**config.mk**
```make
export PLATFORM = sky130hd
export DESIGN_NAME = booth_multiplier
export DESIGN_NICKNAME = d
export VERILOG_FILES = /design/src/rtl/booth_multiplier.sv
export SDC_FILE = /design/constraint.sdc
export NUM_CORES = 1
export LEC_CHECK = 0
export CAP_MARGIN = 10
export CORE_ASPECT_RATIO = 1.2
export CORE_MARGIN = 2
export CORE_UTILIZATION = 40
export DETAILED_ROUTE_END_ITERATION = 10
export HOLD_SLACK_MARGIN = 0.12
export PLACE_DENSITY_LB_ADDON = 0.12
export SETUP_SLACK_MARGIN = 0.4
export SYNTH_ARGS = -nofsm -noshare
export SYNTH_HDL_FRONTEND = slang
export SYNTH_SLANG_ARGS = --single-unit
```
**constraint.sdc**
```tcl
create_clock -name clk -period 3.25 [get_ports clk]
set_clock_uncertainty 0.1 [all_clocks]
set_input_delay 0.65 -clock clk [delete_from_list [all_inputs] [get_ports clk]]
set_output_delay 0.65 -clock clk [all_outputs]
set_load 0.05 [all_outputs]
```
**src/rtl/booth_multiplier.sv**
```systemverilog
// booth_multiplier
//   Sequential radix-2 Booth multiplier, 16x16 -> 32 bits, one Booth step
//   per clock. Operands are captured with ld, a run is started with ld_PP,
//   and the result is held on product until the next completion or reset.
//
//   Optional build macro: BOOTH_SIGNED_EN
//     undefined : operands zero-extended to 17 bits, 17 steps, unsigned product
//     defined   : operands sign-extended to 17 bits, 16 steps, signed product
//
// Ports
//   clk      in   1   clock, rising edge
//   reset    in   1   synchronous, active-low
//   in_A     in   16  multiplicand
//   in_B     in   16  multiplier
//   ld       in   1   capture in_A/in_B (IDLE only)
//   ld_PP    in   1   start (IDLE) or restart (RUN) a multiply
//   product  out  32  result register
module booth_multiplier (
  input  logic        clk,
  input  logic        reset,
  input  logic [15:0] in_A,
  input  logic [15:0] in_B,
  input  logic        ld,
  input  logic        ld_PP,
  output logic [31:0] product
);

  localparam logic [0:0] IDLE = 1'b0;
  localparam logic [0:0] RUN  = 1'b1;

`ifdef BOOTH_SIGNED_EN
  // Bit 15 already carries the sign, so 16 steps cover the whole multiplier.
  localparam logic [4:0] STEPS = 5'd16;
`else
  localparam logic [4:0] STEPS = 5'd17;
`endif

  // Booth working register {ACC, Q, Q-1}, shifted right as one 35-bit value.
  typedef struct packed {
    logic [16:0] acc;
    logic [16:0] q;
    logic        qm1;
  } booth_t;

  logic [0:0]  state;
  logic [16:0] m_reg;
  logic [16:0] b_reg;
  booth_t      br;
  booth_t      br_next;
  logic [4:0]  count;
  logic [16:0] acc_sum;
  logic [31:0] prod_sel;

  function automatic logic [16:0] ext17(input logic [15:0] v);
`ifdef BOOTH_SIGNED_EN
    return {v[15], v};
`else
    return {1'b0, v};
`endif
  endfunction

  // One Booth step: conditional add/sub of M into ACC, then arithmetic
  // right shift of the whole register. The 17th bit keeps ACC from
  // overflowing for any 16-bit operand pair.
  always_comb begin
    acc_sum = br.acc;
    case ({br.q[0], br.qm1})
      2'b01:   acc_sum = br.acc + m_reg;
      2'b10:   acc_sum = br.acc - m_reg;
      default: acc_sum = br.acc;
    endcase
    br_next.acc = {acc_sum[16], acc_sum[16:1]};
    br_next.q   = {acc_sum[0], br.q[16:1]};
    br_next.qm1 = br.q[0];
  end

  // Unsigned: 17 shifts leave the product right-aligned in {ACC,Q}.
  // Signed: only 16 shifts happen, so the product sits one bit higher and
  // Q[0] still holds the unconsumed (sign) bit of the multiplier.
`ifdef BOOTH_SIGNED_EN
  assign prod_sel = {br_next.acc[15:0], br_next.q[16:1]};
`else
  assign prod_sel = {br_next.acc[14:0], br_next.q};
`endif

  always_ff @(posedge clk) begin
    if (!reset) begin
      state   <= IDLE;
      m_reg   <= '0;
      b_reg   <= '0;
      br      <= '0;
      count   <= '0;
      product <= '0;
    end else if (state == IDLE) begin
      if (ld) begin
        m_reg <= ext17(in_A);
        b_reg <= ext17(in_B);
      end
      if (ld_PP) begin
        // Same-cycle ld bypasses the operand registers.
        br.acc <= '0;
        br.q   <= ld ? ext17(in_B) : b_reg;
        br.qm1 <= 1'b0;
        count  <= STEPS;
        state  <= RUN;
      end
    end else if (ld_PP) begin
      // Restart from the held operands; product keeps its old value.
      br.acc <= '0;
      br.q   <= b_reg;
      br.qm1 <= 1'b0;
      count  <= STEPS;
    end else begin
      br    <= br_next;
      count <= count - 5'd1;
      if (count == 5'd1) begin
        product <= prod_sel;
        state   <= IDLE;
      end
    end
  end

endmodule

```
# Word-level counts from Yosys, hierarchy flattened
# Cells that the tools add are included.
# word_totals
reg_bits,106
input_bits,36
# op_classes
addsub,3
eq_ne,3
muxes,12
bitwise,2
n_reduce_logical,3
# ops
op,count
35-bit two-way mux,3
17-bit case mux with 2 select lines,1
17-bit by 16-bit adder with 17-bit output,1
17-bit two-way mux,1
17-bit by 16-bit subtractor with 17-bit output,1
5-bit two-way mux,3
5-bit by 1-bit == test with 1-bit output (second input constant),1
5-bit by 1-bit subtractor with 5-bit output (second input constant),1
1-bit two-way mux,4
3-bit AND reduction,1
2-bit by 1-bit == test with 1-bit output (second input constant),1
2-bit == test (second input constant),1
1-bit inverter,2
2-bit AND reduction,1
2-bit nonzero test,1

# Longest topological paths before layout
# Gate-level depths: netlist of run 1.
# logic_depth
word_depth,4
mapped_depth,15
depth_no_buf,14

# Worst setup path before layout of run 1
# No wires, ideal clock.
# synth_timing
path_type,reg2reg
from,register m_reg[2]
to,register br[33] (netlist bit)
setup_time_ps,71
arrival_ps,2918
required_ps,3079
setup_slack_ps,161
stages_incl_launch_ff,15
path_buffers,1
period_less_slack_ps,3089
cell_sequence,dfxtp_1 -> nor3_1 -> a21oi_1 -> nor2_1 -> o21ai_0 -> xnor2_1 -> ha_1 -> buf_2 -> a211oi_2 -> o21ai_0 -> o2111a_1 -> o31ai_2 -> xnor2_1 -> or3_1 -> a21oi_1
# synth_between
elab_chain_len,4
word_cells_on_any_way,5
classes_between,2 x add/sub; 3 x mux
# synth_lines
element,line,source
from (decl),46,logic [16:0] m_reg;
from (signal assigned),96,m_reg <= ext17(in_A);
17-bit by 16-bit subtractor with 17-bit output or 17-bit by 16-bit adder with 17-bit output (tied branches),"69, 68",
17-bit case mux with 2 select lines *,67,"case ({br.q[0], br.qm1})"
35-bit two-way mux *,107,end else if (ld_PP) begin
35-bit two-way mux *,94,end else if (state == IDLE) begin
to (signal assigned),114,br <= br_next;
to (decl),48,booth_t br;
# Mark *: on every way between the ends. The rest lies on a longest branch, timed or not.
# A chain may end at the register's enable or synchronous reset.

# Worst setup path after layout of run 1
# layout_timing
from,register m_reg[3]
to,register br[33] (netlist bit)
# Same word-level chain as after synthesis.

==> results of run 1 <==
## routing by layer
layer	part of all wire, %	GRT usage (%)	vias up
met5	0	0	-
met4	3.1	9.79	0
met3	3.9	3.40	30
met2	52	36.5	86
met1	41	23.6	2310
li1	-	-	2494
## per-stage QoR
| stage | hold slack (ps) | setup WS [ps] |
|---|---|---|
| floorplan | 341 | 376 |
| global route | 398 | 97.4 |
| finish | 364 | 243 |
| global placement | 355 | 160 |
| detailed placement | 358 | 28.4 |
| CTS | 369 | 323 |
## power groups by stage
stage	Clock, mW	Sequential (mW)	Combinational [mW]
after CTS	1.23	1.41	0.936
after global placement	0	1.43	0.764
after floorplan	0	1.44	0.552
final	1.20	1.41	1.04
after detailed placement	0	1.43	0.774
after global routing	1.28	1.41	1.14
## layout by cell type (no fill, tap or decap), types with 6 or more instances in the layout
| master | n |
|---|---|
| a211oi_1 | 7 |
| a21boi_0 | 51 |
| a21oi_1 | 37 |
| a21oi_2 | 8 |
| a31oi_1 | 6 |
| buf_4 | 41 |
| clkbuf_16 | 9 |
| clkdlybuf4s50_1 | 65 |
| dfxtp_1 | 95 |
| dfxtp_4 | 6 |
| ha_1 | 11 |
| ha_4 | 6 |
| inv_1 | 13 |
| mux2i_1 | 26 |
| nand2_1 | 137 |
| nand2b_1 | 6 |
| nor2_1 | 23 |
| nor2_2 | 8 |
| o21ai_0 | 29 |
| o22ai_1 | 16 |
| o311ai_0 | 16 |
| xnor2_1 | 16 |
| xnor2_2 | 8 |
## logic make-up (layout without fill, tap and decap cells)
family                     after synthesis  after routing  share of synthesized area (%)
AOI/OAI and AO/OA                      210            210                           26.1
xor gates and xnor gates                28             28                           4.50
adders and majority gates               21             21                           4.96
buffers and inverters                   63            146                           4.43
DFF                                    105            105                           38.5
muxes                                   28             28                           5.16
and+or+nand+nor                        210            210                           16.3
## timing repair
| item | 4_1_cts | 5_1_grt |
|---|---|---|
| pin swaps | 39 | 37 |
| buffers inserted | 24 | 10 |
| endpoints found under the hold margin | 0 | 0 |
| gates resized for setup | 55 | 36 |
| hold buffers | 0 | 0 |
| gates cloned | 0 | 0 |
| endpoints found under the setup margin | 17 | 21 |
## worst max-delay path: cells and delay by family, from the launching register on
kind | cells | cell delay, ps
adders and majority gates | 1 | 310
xor gates and xnor gates | 2 | 350
DFF | 1 | 370
and+or+nand+nor | 3 | 750
buffers and inverters | 1 | 150
AOI/OAI and AO/OA | 5 | 910
## how the worst min path moves through the flow
stage,endpoint,slack [ps],depth (start not counted)
6_report,product[3],360,2
5_1_grt,product[14],400,2
4_1_cts,product[5],370,2
3_5_place_dp,product[5],360,2
3_3_place_gp,product[2],350,2
2_1_floorplan,product[15],340,2
## area by class of cell
type	instances	area, um^2	share of cell area [%]
multi-input combinational	497	3510	48.1
inverter	15	56.3	0.772
timing repair buffer	115	1060	14.6
sequential	105	2130	29.2
clock inverter	7	101	1.39
clock buffer	9	225	3.09
tap	168	210	2.88
==> impl_results.md, run 1 <==
- Crit. Startpoint: m_reg[3]
- Die height: 132 um
- GRT Total Usage: 20.4%
- Power, Total: 3.65 mW
- Setup repair after global routing missed its margin: true
- Worst hold path class: reg2reg
- Switching portion of total power: 30.7%
- DIE AREA: 14600 um^2
- Vias: 4920
- Slew HR: 45.6%
- Mapped Cells: 665
- Crit path max fanout: 4
- Post-synth EDFFs: 0
- TNS Setup: 0 ps
- Top_reg_cell synth: dfxtp_1
- Worst stage delay on the critical path: 370 ps
- Sequential power share: 38.5%
- Wirelength per Cell: 16.3 um
- Yosys warns: 0
- ANT nets after route: 0
- Worst skew pair latency: 360 ps
- Element type at the critical path end: flop
- Post-DP HPWL: 9850 um
- Status: completed
- Largest net degree at the start of global routing: 50
- Sequential cell area fraction in the yosys report: 38.5%
- Die X: 111 um
- Residual DRC: 0
- Worst path cell trace: nor3_4 -> buf_6 -> and3_4 -> a21oi_1 -> xnor2_1 -> ha_1 -> o21a_1 -> o2111a_1 -> o31ai_2 -> xnor2_1 -> or3_1 -> a21oi_1
- Largest register FFs: 34
- Non-filler cells, final: 916
- NetSw: 1.12 mW
- Synth area leader: dfxtp_1
- Net Count, Synth: 722
- Reg-to-reg slack, setup: 240 ps
- Top-count cell post-synth: nand2_1
- CTS H-tree lvls: 3
- Tcrit/Tclk final: 92.5%
- Flops & latches, synth: 105
- Syn Area/Cell: 8.20 um^2
- Area growth from synthesis to layout: 33.8%
- Synth cell types: 52
- Fmax: 333 MHz
- PwrDens: 501 nW/um^2
- Worst r2r src: m_reg[3]
- Layout cell share with drive strength beyond 1: 19.5%
- Row Count: 46
- Clock power share: 32.9%
- Setup Viol. Count Final: 0
- Int Pwr: 2.53 mW
- Async SR Flop Fraction: 0%
- Hold wc startpoint: product[3]
- Slew of the pin with the lowest slew margin: 815 ps
- Setup crit end: br[33]
- Clock transition at path regs: 70 ps
- Final #Nets: 800
- Core Region: 13300 um^2
- Max Root-Sink Buffers: 2
- # IOs: 68
- Peak supply drop: 301 uV
- WL final: 14900 um
- Clock Sinks: 105
- Inst Count DP: 866
- Final min period: 3010 ps
- Grt ovf: 0
- Ant diodes: 0
- Element type at the critical path start: flop
- Final Hold Fails: 0
- Crit path arrival time: 3190 ps
- Final core utilization: 54.9%
- Worst r2r path cells: 12
- Vias in the first global route: 4966
- Comb power frac: 28.6%
- Synth top area cells: dfxtp_1, nand2_1, a21boi_0, mux2i_1, ha_1
- Leakage: 2.75 nW
- Synth top area share: 38.5%
- Design area: 7290 um^2
- IO buf count: 67
- TritonCTS clock tree: yes
- TritonRoute pass-1 iters: 4
- Starting DRT DRC Count: 208
- Post-Syn Area: 5450 um^2
- Critical Path RT: 3440 ps
- Vias per Instance: 5.37
- Global-route wire length before repair: 24400 um
- Max-slew violation count: 0
- Initial antenna violation count: 0
- Reg-to-reg endpoint: br[33]
- GP Congestion: 0.870
- Max-cap violation count: 0
- Worst path slowest cell: dfxtp_4
- Cell Area, Placed: 6280 um^2
- List of most frequent post-synthesis cells: nand2_1, dfxtp_1, a21boi_0
- Kind of critical path: reg2reg
- Starting Density: 41.0%
- TritonCTS Buffers: 9
- FILL cells: 1194
- Root Driver: clkbuf_16
Power figures use the tool's default switching activity.
==> run 2, diff against run 1 <==
--- a/config.mk
+++ b/config.mk
@@ -13,6 +13,7 @@
 export HOLD_SLACK_MARGIN = 0.12
 export PLACE_DENSITY_LB_ADDON = 0.12
 export SETUP_SLACK_MARGIN = 0.4
+export SKIP_LAST_GASP = 1
 export SYNTH_ARGS = -nofsm -noshare
 export SYNTH_HDL_FRONTEND = slang
 export SYNTH_SLANG_ARGS = --single-unit
==> results of run 2 <==
The final DEF is identical to that of run 1; final timing and power are the same.
